## src/rtl/wbs_port_arbiter_if.sv

```systemverilog
// Bus bundle for the two-requester slave-port arbiter: Caravel Wishbone
// slave side, logic-analyzer debug side and the downstream core bus.
// The arbiter uses the slave modport; a driver of all requesters and the
// downstream responder uses the master modport.
interface wbs_port_arbiter_if #(
    parameter int AW = 32,
    parameter int DW = 32
);
    // Caravel management Wishbone requester
    logic              wbs_cyc_i;
    logic              wbs_stb_i;
    logic              wbs_we_i;
    logic [AW-1:0]     wbs_adr_i;
    logic [DW-1:0]     wbs_dat_i;
    logic [DW/8-1:0]   wbs_sel_i;
    logic              wbs_ack_o;
    logic [DW-1:0]     wbs_dat_o;

    // Logic-analyzer debug requester
    logic              dbg_req_i;
    logic              dbg_we_i;
    logic [AW-1:0]     dbg_adr_i;
    logic [DW-1:0]     dbg_dat_i;
    logic [DW/8-1:0]   dbg_sel_i;
    logic              dbg_ack_o;
    logic              dbg_err_o;
    logic [DW-1:0]     dbg_rdata_o;

    // Downstream core bus
    logic              m_valid_o;
    logic              m_we_o;
    logic [AW-1:0]     m_adr_o;
    logic [DW-1:0]     m_wdata_o;
    logic [DW/8-1:0]   m_sel_o;
    logic              m_ack_i;
    logic [DW-1:0]     m_rdata_i;

    // Abort indication
    logic              timeout_o;

    modport slave (
        input  wbs_cyc_i, wbs_stb_i, wbs_we_i, wbs_adr_i, wbs_dat_i, wbs_sel_i,
        output wbs_ack_o, wbs_dat_o,
        input  dbg_req_i, dbg_we_i, dbg_adr_i, dbg_dat_i, dbg_sel_i,
        output dbg_ack_o, dbg_err_o, dbg_rdata_o,
        output m_valid_o, m_we_o, m_adr_o, m_wdata_o, m_sel_o,
        input  m_ack_i, m_rdata_i,
        output timeout_o
    );

    modport master (
        output wbs_cyc_i, wbs_stb_i, wbs_we_i, wbs_adr_i, wbs_dat_i, wbs_sel_i,
        input  wbs_ack_o, wbs_dat_o,
        output dbg_req_i, dbg_we_i, dbg_adr_i, dbg_dat_i, dbg_sel_i,
        input  dbg_ack_o, dbg_err_o, dbg_rdata_o,
        input  m_valid_o, m_we_o, m_adr_o, m_wdata_o, m_sel_o,
        output m_ack_i, m_rdata_i,
        input  timeout_o
    );
endinterface

```

## src/rtl/wbs_port_arbiter.sv

```systemverilog
// Round-robin arbiter sharing the core's single slave port between the
// Caravel Wishbone slave and the logic-analyzer debug master. One transaction
// is in flight at a time; a stalled downstream is aborted after TIMEOUT busy
// cycles and answered with all-ones data (plus err for the debug side).
// Every output is a flop, so requester inputs never reach m_* or the acks
// combinationally. The response is launched on the edge that leaves BUSY,
// which places the single ack pulse in the RESP cycle; a Wishbone owner that
// has already dropped cyc/stb by then receives no ack.
module wbs_port_arbiter #(
    parameter int AW      = 32,
    parameter int DW      = 32,
    parameter int TIMEOUT = 255
) (
    input  logic               wb_clk_i,
    input  logic               wb_rst_i,
    wbs_port_arbiter_if.slave  bus
);

    typedef enum logic [1:0] {IDLE, BUSY, RESP} state_t;
    typedef enum logic {OWN_WB, OWN_DBG} owner_t;

    localparam logic [15:0] TIMEOUT_LAST = 16'(TIMEOUT - 1);

    state_t          state;
    state_t          state_next;
    owner_t          owner;
    owner_t          rr_last;
    logic [15:0]     cnt;

    logic            wb_pend;
    logic            dbg_pend;
    logic            grant;
    logic            grant_dbg;
    logic            done_ack;
    logic            done_exp;
    logic [DW-1:0]   rsp_data;

    assign wb_pend  = bus.wbs_cyc_i & bus.wbs_stb_i;
    assign dbg_pend = bus.dbg_req_i;

    // Next-state logic and the per-cycle grant/completion decisions
    always_comb begin
        state_next = state;
        grant      = 1'b0;
        grant_dbg  = 1'b0;
        done_ack   = 1'b0;
        done_exp   = 1'b0;
        rsp_data   = bus.m_rdata_i;
        case (state)
            IDLE: begin
                if (wb_pend || dbg_pend) begin
                    grant      = 1'b1;
                    grant_dbg  = dbg_pend && (!wb_pend || rr_last == OWN_WB);
                    state_next = BUSY;
                end
            end
            BUSY: begin
                if (bus.m_ack_i) begin
                    done_ack   = 1'b1;
                    state_next = RESP;
                end else if (cnt == TIMEOUT_LAST) begin
                    done_exp   = 1'b1;
                    rsp_data   = '1;
                    state_next = RESP;
                end
            end
            RESP: begin
                state_next = IDLE;
            end
            default: begin
                state_next = IDLE;
            end
        endcase
    end

    // State register
    always_ff @(posedge wb_clk_i) begin
        if (wb_rst_i) begin
            state <= IDLE;
        end else begin
            state <= state_next;
        end
    end

    // Command capture, busy counter, response launch and round-robin pointer
    always_ff @(posedge wb_clk_i) begin
        if (wb_rst_i) begin
            owner           <= OWN_WB;
            rr_last         <= OWN_DBG;
            cnt             <= '0;
            bus.m_valid_o   <= 1'b0;
            bus.m_we_o      <= 1'b0;
            bus.m_adr_o     <= '0;
            bus.m_wdata_o   <= '0;
            bus.m_sel_o     <= '0;
            bus.wbs_ack_o   <= 1'b0;
            bus.wbs_dat_o   <= '0;
            bus.dbg_ack_o   <= 1'b0;
            bus.dbg_err_o   <= 1'b0;
            bus.dbg_rdata_o <= '0;
            bus.timeout_o   <= 1'b0;
        end else begin
            bus.wbs_ack_o <= 1'b0;
            bus.dbg_ack_o <= 1'b0;
            bus.timeout_o <= 1'b0;

            if (grant) begin
                bus.m_valid_o <= 1'b1;
                if (grant_dbg) begin
                    owner         <= OWN_DBG;
                    bus.m_we_o    <= bus.dbg_we_i;
                    bus.m_adr_o   <= bus.dbg_adr_i;
                    bus.m_wdata_o <= bus.dbg_dat_i;
                    bus.m_sel_o   <= bus.dbg_sel_i;
                end else begin
                    owner         <= OWN_WB;
                    bus.m_we_o    <= bus.wbs_we_i;
                    bus.m_adr_o   <= bus.wbs_adr_i;
                    bus.m_wdata_o <= bus.wbs_dat_i;
                    bus.m_sel_o   <= bus.wbs_sel_i;
                end
            end

            if (state == BUSY) begin
                cnt <= cnt + 16'd1;
            end

            if (done_ack || done_exp) begin
                bus.m_valid_o <= 1'b0;
                bus.timeout_o <= done_exp;
                if (owner == OWN_WB) begin
                    bus.wbs_ack_o <= wb_pend;
                    bus.wbs_dat_o <= rsp_data;
                end else begin
                    bus.dbg_ack_o   <= 1'b1;
                    bus.dbg_err_o   <= done_exp;
                    bus.dbg_rdata_o <= rsp_data;
                end
            end

            if (state == RESP) begin
                rr_last <= owner;
                cnt     <= '0;
            end
        end
    end

endmodule

```

## src/flat_wrapper.sv

```systemverilog
// flat-port wrapper written by rule: the top's interface ports become plain ports
module wbs_port_arbiter_flat 
#(
    parameter int AW      = 32,
    parameter int DW      = 32,
    parameter int TIMEOUT = 255
)
  (wb_clk_i, wb_rst_i, bus_wbs_cyc_i, bus_wbs_stb_i, bus_wbs_we_i, bus_wbs_adr_i, bus_wbs_dat_i, bus_wbs_sel_i, bus_wbs_ack_o, bus_wbs_dat_o, bus_dbg_req_i, bus_dbg_we_i, bus_dbg_adr_i, bus_dbg_dat_i, bus_dbg_sel_i, bus_dbg_ack_o, bus_dbg_err_o, bus_dbg_rdata_o, bus_m_valid_o, bus_m_we_o, bus_m_adr_o, bus_m_wdata_o, bus_m_sel_o, bus_m_ack_i, bus_m_rdata_i, bus_timeout_o);
  wbs_port_arbiter_if #(.AW(AW), .DW(DW)) bus_i ();
  input  logic wb_clk_i;
  input  logic wb_rst_i;
  input wire logic [$bits(bus_i.wbs_cyc_i)-1:0] bus_wbs_cyc_i;
  input wire logic [$bits(bus_i.wbs_stb_i)-1:0] bus_wbs_stb_i;
  input wire logic [$bits(bus_i.wbs_we_i)-1:0] bus_wbs_we_i;
  input wire logic [$bits(bus_i.wbs_adr_i)-1:0] bus_wbs_adr_i;
  input wire logic [$bits(bus_i.wbs_dat_i)-1:0] bus_wbs_dat_i;
  input wire logic [$bits(bus_i.wbs_sel_i)-1:0] bus_wbs_sel_i;
  output wire logic [$bits(bus_i.wbs_ack_o)-1:0] bus_wbs_ack_o;
  output wire logic [$bits(bus_i.wbs_dat_o)-1:0] bus_wbs_dat_o;
  input wire logic [$bits(bus_i.dbg_req_i)-1:0] bus_dbg_req_i;
  input wire logic [$bits(bus_i.dbg_we_i)-1:0] bus_dbg_we_i;
  input wire logic [$bits(bus_i.dbg_adr_i)-1:0] bus_dbg_adr_i;
  input wire logic [$bits(bus_i.dbg_dat_i)-1:0] bus_dbg_dat_i;
  input wire logic [$bits(bus_i.dbg_sel_i)-1:0] bus_dbg_sel_i;
  output wire logic [$bits(bus_i.dbg_ack_o)-1:0] bus_dbg_ack_o;
  output wire logic [$bits(bus_i.dbg_err_o)-1:0] bus_dbg_err_o;
  output wire logic [$bits(bus_i.dbg_rdata_o)-1:0] bus_dbg_rdata_o;
  output wire logic [$bits(bus_i.m_valid_o)-1:0] bus_m_valid_o;
  output wire logic [$bits(bus_i.m_we_o)-1:0] bus_m_we_o;
  output wire logic [$bits(bus_i.m_adr_o)-1:0] bus_m_adr_o;
  output wire logic [$bits(bus_i.m_wdata_o)-1:0] bus_m_wdata_o;
  output wire logic [$bits(bus_i.m_sel_o)-1:0] bus_m_sel_o;
  input wire logic [$bits(bus_i.m_ack_i)-1:0] bus_m_ack_i;
  input wire logic [$bits(bus_i.m_rdata_i)-1:0] bus_m_rdata_i;
  output wire logic [$bits(bus_i.timeout_o)-1:0] bus_timeout_o;
  assign bus_i.wbs_cyc_i = bus_wbs_cyc_i;
  assign bus_i.wbs_stb_i = bus_wbs_stb_i;
  assign bus_i.wbs_we_i = bus_wbs_we_i;
  assign bus_i.wbs_adr_i = bus_wbs_adr_i;
  assign bus_i.wbs_dat_i = bus_wbs_dat_i;
  assign bus_i.wbs_sel_i = bus_wbs_sel_i;
  assign bus_wbs_ack_o = bus_i.wbs_ack_o;
  assign bus_wbs_dat_o = bus_i.wbs_dat_o;
  assign bus_i.dbg_req_i = bus_dbg_req_i;
  assign bus_i.dbg_we_i = bus_dbg_we_i;
  assign bus_i.dbg_adr_i = bus_dbg_adr_i;
  assign bus_i.dbg_dat_i = bus_dbg_dat_i;
  assign bus_i.dbg_sel_i = bus_dbg_sel_i;
  assign bus_dbg_ack_o = bus_i.dbg_ack_o;
  assign bus_dbg_err_o = bus_i.dbg_err_o;
  assign bus_dbg_rdata_o = bus_i.dbg_rdata_o;
  assign bus_m_valid_o = bus_i.m_valid_o;
  assign bus_m_we_o = bus_i.m_we_o;
  assign bus_m_adr_o = bus_i.m_adr_o;
  assign bus_m_wdata_o = bus_i.m_wdata_o;
  assign bus_m_sel_o = bus_i.m_sel_o;
  assign bus_i.m_ack_i = bus_m_ack_i;
  assign bus_i.m_rdata_i = bus_m_rdata_i;
  assign bus_timeout_o = bus_i.timeout_o;
  wbs_port_arbiter #(.AW(AW), .DW(DW), .TIMEOUT(TIMEOUT)) u_core (.wb_clk_i(wb_clk_i), .wb_rst_i(wb_rst_i), .bus(bus_i));
endmodule
```

## config.mk

```make
export PLATFORM = sky130hd
export DESIGN_NAME = wbs_port_arbiter_flat
export DESIGN_NICKNAME = d
export VERILOG_FILES = /design/src/rtl/wbs_port_arbiter_if.sv /design/src/rtl/wbs_port_arbiter.sv /design/src/flat_wrapper.sv
export SDC_FILE = /design/constraint.sdc
export NUM_CORES = 1
export LEC_CHECK = 0
export ABC_AREA = 1
export CAP_MARGIN = 30
export CORE_AREA = 2 2 121 152
export CTS_BUF_LIST = sky130_fd_sc_hd__clkbuf_16
export DETAILED_ROUTE_END_ITERATION = 8
export DIE_AREA = 0 0 123 154
export PLACE_DENSITY = 0.8
export SYNTH_ARGS = -nofsm -noshare
export SYNTH_HDL_FRONTEND = slang
export SYNTH_SLANG_ARGS = --single-unit
```

## constraint.sdc

```tcl
create_clock -name wb_clk_i -period 1.48 [get_ports wb_clk_i]
set_input_delay 0.148 -clock wb_clk_i [delete_from_list [all_inputs] [get_ports wb_clk_i]]
set_output_delay 0.148 -clock wb_clk_i [all_outputs]
set_load 0.02 [all_outputs]
```

; ---- After elaboration in Yosys (flattened, before gate mapping)
; Index checks and enable logic that the tools add are counted.
[word_totals]
reg_bits = 158
in_bits = 176
out_inout_bits = 138
[op_classes]
n_addsub = 1
eq_ne = 5
mux = 22
bitwise = 4
n_reduce_logical = 13
[ops]
columns = cell, count
row1 = two-way mux 32 bit, 5
row2 = "adder 16 x 1 -> 16 bit, second input constant", 1
row3 = "== test 16 x 8 -> 1 bit, second input constant", 1
row4 = two-way mux 1 bit, 12
row5 = two-way mux 2 bit, 3
row6 = AND reduction 2 bit, 3
row7 = OR reduction 2 bit, 3
row8 = two-way mux 4 bit, 1
row9 = one-hot mux 2 bit (2 select lines), 1
row10 = logical OR 1 bit, 3
row11 = "inequality test 3 x 2 -> 1 bit, second input constant", 1
row12 = NOT 1 bit, 3
row13 = OR reduction 3 bit, 1
row14 = "== test 2 x 1 -> 1 bit, second input constant", 1
row15 = "== test 2 bit, second input constant", 1
row16 = logical NOT 2 bit, 1
row17 = "inequality test 2 x 1 -> 1 bit, second input constant", 1
row18 = bitwise AND 1 bit, 1
row19 = logical AND 1 bit, 1
row20 = logical NOT 1 bit, 1

; ---- Depth between registers and ports, before layout
[depth]
word_depth = 7
mapped_depth = 10

; ---- Least setup slack after synthesis
; OpenSTA, ideal clock, no wires.
[synth_timing]
path_type = reg2reg
from = reg u_core.cnt[0]
to = reg u_core.bus.dbg_rdata_o[10]
setup_ps = 67
t_arrival_ps = 1288
setup_slack_ps = 124
path_stages_with_launch = 10
period_less_slack_ps = 1356
cell_sequence = dfxtp_1 -> inv_1 -> ha_1 -> nand2_1 -> nor2_2 -> nand2_2 -> nand2_4 -> nand3_4 -> buf_12 -> a21oi_4
[synth_via]
elab_chain_cells = 6
[synth_rtl]
columns = item, line_no
row1 = start: declaration, wbs_port_arbiter.sv:28  ; logic [15:0] cnt;
row2 = start signal: assignment, wbs_port_arbiter.sv:125  ; cnt <= cnt + 16'd1;
row3 = == test 16 x 8 -> 1 bit (*), wbs_port_arbiter.sv:61  ; end else if (cnt == TIMEOUT_LAST) begin
row4 = two-way mux 1 bit, wbs_port_arbiter.sv:61
row5 = two-way mux 1 bit, wbs_port_arbiter.sv:58  ; if (bus.m_ack_i) begin
row6 = two-way mux 1 bit, wbs_port_arbiter.sv:49  ; case (state)
row7 = logical OR 1 bit, wbs_port_arbiter.sv:128  ; if (done_ack || done_exp) begin
row8 = AND reduction 2 bit (no line), n/a
row9 = end signal: assignment, wbs_port_arbiter.sv:137  ; bus.dbg_rdata_o <= rsp_data;
row10 = end: declaration, wbs_port_arbiter_if.sv:45  ; output dbg_ack_o, dbg_err_o, dbg_rdata_o,
; Mark *: on every way between the ends. The rest lies on a longest branch, timed or not.
; A chain may end at the register's enable or synchronous reset.

; ---- Worst setup path in the final report
[layout_timing]
from = reg u_core.cnt[1]
to = reg u_core.bus.dbg_rdata_o[12]
; The elaborated chain is that of the path after synthesis.

==> results <==
- The worst min-delay path class is primary input to register.
- The type of origin of the critical path is a register.
- Buffers placed on the I/O ports in this run total around 310.
- The row count is 54.
- In this run, CTS created clock tree buffers numbering 17.
- TritonCTS built the clock tree.
- By count the netlist is led by nand2_1 (186), dfxtp_1 (158), inv_1 (124), a21oi_1 (103), nand4_1 (68).
- By instance count, the cell type seen most on the critical path is nand2_2.
- Measured along the y axis, the die boundary spans 154 µm.
- The number of design-rule violations left by the first detailed-router iteration is roughly 640.
- The post-route antenna net violation count is 0.
- Setup total negative slack on the finished layout was measured at 0 ns.
- For this run, design rule violations remaining after detail routing come to 0.
- In this run the clock root is driven by a clkbuf_16.
- After synthesis, the largest area contributor takes up between 40% and 50% of total cell area.
- The core area is 0.01743 mm².
- The most common cell in the synthesized netlist is nand2_1.
- The synthesized instance count is around 960.
- dfxtp_1 takes more of the synthesized area than any other cell.
- The unique cell type count in the Yosys netlist is 35.
- The largest fanout of any net on the critical path is 6.
- The critical path capture point type is a register.
- The critical path capture point is u_core.bus.dbg_rdata_o[12]$_SDFFE_PP0P_.
- Traced cell by cell, the critical path runs through ha_4 -> nand2_2 -> nor2_2 -> nand2_2 -> nand2_4 -> nand3_4 -> clkbuf_16 -> a21oi_4.
- The worst path uses between 90% and 100% of the clock period.
- The count of H-tree levels built during CTS is 4.
- After synthesis, the mean cell area works out to between 7 and 8 µm².
- The total stage count of the critical path is 8.
- Max-cap violations in this run came to 0.
- Hold timing on the final database bottoms out at a slack of between 0.2 and 0.25 ns.
- Setup repair after global routing could not meet its margin everywhere.
- Sequential elements use about 43% of the synthesized area.
- The diode insertion count for antenna repair is 0.
- The number of slew-limit violations in the final report is 0.
- Including well taps, the total number of placed cells is between 1000 and 1500.
- By startpoint and endpoint, the worst setup path is classified as register to register.
- The worst max-slew margin expressed relative to the limit is between 60% and 70%.
- Yosys printed 0 warnings.
- At the pin with the least slew margin, the transition time is roughly 0.49 ns.
- The effective utilization at floorplan is between 40% and 50%.
- The area enclosed by the die boundary is about 0.019 mm².
- The routed design has 24170 µm of wire.
- The first global-routing pass estimated roughly 36000 µm of wire.
- Clock-pin slew was measured on the worst setup and hold paths at 0.07 ns.
- The detailed-placement wirelength estimate is roughly 17000 µm.
- The final routed wire length divided by cell count is roughly 16 µm.
- The largest stage delay on the critical path is between 0.3 and 0.4 ns.
- The slowest cell on the critical path is dfxtp_4.
- The proportion of register bits with asynchronous set or reset after synthesis is 0%.
- Dividing the detail-routed via count by the number of cells gives around 5.1.
- The floorplan step set the die width to 123 µm.
- The initial antenna violation count is 1.
- The final number of setup-violating endpoints is 0.
- The worst-case IR drop observed on VDD is just over 700 µV.
- The layout net count is 1447.
- The path depth of the worst reg2reg path is 8.
- The flow ran to the end, and the final reports show no timing, DRC or antenna violations.
- The synthesized flop and latch total is between 150 and 200.
- The number of hold violations in the final report came to 0.
- The synthesized design contains 0 enable-type register cells.
- Timing would allow up to about 690 MHz.
- The data arrival time of the worst path is about 1.8 ns.
- Routability-driven placement finished with a final weighted congestion of slightly below 0.9.
- The worst register-to-register path ends at u_core.bus.dbg_rdata_o[12]$_SDFFE_PP0P_.
- After synthesis, the cell types taking the most area are dfxtp_1 (43%), nand2_1 (9.4%), a21oi_1 (6.9%).
- Counting I/O delays and the setup requirement, the final critical path takes 1.456 ns.
- The clock drives around 160 sinks.
- The total global routing overflow is 0.
- The power density of the placed cells is ~1000 mW/mm².
- Buffers inserted to repair hold after CTS numbered 0.
- The startpoint identified for the worst register-to-register timing path is u_core.cnt[1]$_SDFFE_PP0N_.
- STA puts the critical path data required time at 1.83 ns.
- The worst-case clock skew is 0.01048 ns.
- The fraction of final layout cells sized beyond drive strength 1 is between 10% and 20%.
- The family with the most delay on the worst path is simple AND/OR/NAND/NOR gates.
- In the global route stage, overall resource usage came out at between 20% and 30%.
- The most critical setup path has its startpoint at u_core.cnt[1]$_SDFFE_PP0N_.
- After synthesis the cells add up to 0.007431 mm².
- The insertion delay to the later sink of the worst-skew pair is ~0.42 ns.
- The internal reg-to-reg setup slack is roughly 0.024 ns.
- The top-level I/O count is ~310.
- The layout overhead on the synthesized area is 56.66%.
- For this run, the detailed router's first-pass iteration total came to 6.
- The pin count of the biggest net entering global routing is 59.
- The count of non-filler cells in the finished layout is roughly 1500.
- The standby leakage power is just over 5 nW.
- The via count of the first global-routing pass was 7217.
- The number of buffers and inverters on the critical path is 1.
- The deepest clock path buffer count is 2.
- In the synthesized netlist the dominant register cell turns out to be dfxtp_1.
- The synthesized netlist net count is about 1100.
- The overall via count from detail_route is 7671.
## worst min-delay path by stage
stage                                            startpoint                                       to  slack (ns)  depth (start not counted)
floorplan                                     bus_wbs_stb_i          u_core.bus.wbs_ack_o$_SDFF_PP0_        0.30                          2
detailed placement  u_core.bus.dbg_rdata_o[31]$_SDFFE_PP0P_  u_core.bus.dbg_rdata_o[31]$_SDFFE_PP0P_        0.44                          2
global placement          u_core.bus.dbg_err_o$_SDFFE_PP0P_        u_core.bus.dbg_err_o$_SDFFE_PP0P_        0.43                          2
CTS                                             bus_m_ack_i        u_core.bus.m_valid_o$_SDFFE_PP0P_        0.15                          4
finish                                             wb_rst_i    u_core.bus.m_wdata_o[29]$_SDFFE_PP0P_        0.21                          3
global route                                       wb_rst_i          u_core.bus.dbg_ack_o$_SDFF_PP0_        0.22                          3
## cells by family (layout without fill, tap and decap cells)
group / Yosys count / after routing / share of synthesized area (%)
buf+inv: 211 / 535 / 12.17
flops: 158 / 158 / 42.57
xor+xnor: 2 / 2 / 0.2358
fa+ha+maj: 2 / 2 / 0.3367
compound gates: 261 / 261 / 24.33
simple gates: 323 / 323 / 20.36
## flip-flops by register name, summed over array words and instances, names as in the netlist
signal,flops
u_core.bus.timeout_o,1
u_core.bus.dbg_ack_o,1
u_core.bus.m_valid_o,1
u_core.bus.m_wdata_o,32
u_core.rr_last,1
u_core.cnt,16
u_core.bus.dbg_rdata_o,32
u_core.bus.wbs_dat_o,32
u_core.bus.m_sel_o,4
u_core.owner,1
u_core.bus.wbs_ack_o,1
u_core.state,2
u_core.bus.m_adr_o,32
u_core.bus.m_we_o,1
u_core.bus.dbg_err_o,1
## per-layer routing
metal  wire (µm)  track usage (%)  up-vias
met5          13                0        -
met3        1613            6.046       68
met2       12120            41.91      291
li1            -                -     3778
met4         946            11.04        2
met1        9471            27.85     3532
## area by class of cell
class / count / area [µm²]
Timing Repair Buffer: 365 / 3661
Tap cell: 224 / 280.3
Fill cell: 1487 / 5791
Inverter: 139 / 529.3
Sequential cell: 158 / 3171
Multi-Input combinational cell: 588 / 3418
Clock buffer: 17 / 425.4
Clock inverter: 14 / 156.4
## worst register-to-register path: cells and delay by family (launching register included)
kind | cells | cell delay, ns
fa+ha+maj | 1 | 0.13
simple gates | 5 | 0.52
compound gates | 1 | 0.11
flops | 1 | 0.38
buf+inv | 1 | 0.25
## power by group
part	internal (mW)	switching (mW)	leakage [nW]
sequential	4.61	0.185	1.30
combinational	1.40	1.67	3.55
clock	2.62	1.75	0.295
total	8.62	3.60	5.14
## stage by stage
stage	cell area (µm²)	power [mW]	worst slack (ns)	util (%)
after global routing	11640	12.74	-0.05823	66.78
final	11640	12.22	0.02370	66.78
after global placement	11010	8.027	-0.1093	63.14
after detailed placement	11010	8.069	-0.1480	63.14
after CTS	11420	12.19	0.01196	65.50
after floorplan	7431	6.479	0.1245	-
## cell usage in the layout (no fill, tap or decap), types with 17 or more instances in the layout
master           instances
a21oi_1                 99
a21oi_4                 29
buf_12                  18
buf_4                   28
clkbuf_16               22
clkdlybuf4s50_1        173
dfxtp_1                154
dlygate4sd2_1          137
inv_1                  126
nand2_1                182
nand3_1                 27
nand4_1                 68
nor2_1                  17
o211ai_1                17
o21a_1                  53
o21ai_0                 45
## repair_timing
action                     in CTS  in global routing
pin swaps                       0                  5
buffers inserted                0                  4
resized for setup             138                 22
cloned                          0                  5
setup endpoints to repair     163                 75
(Power assumes the default switching activity.)
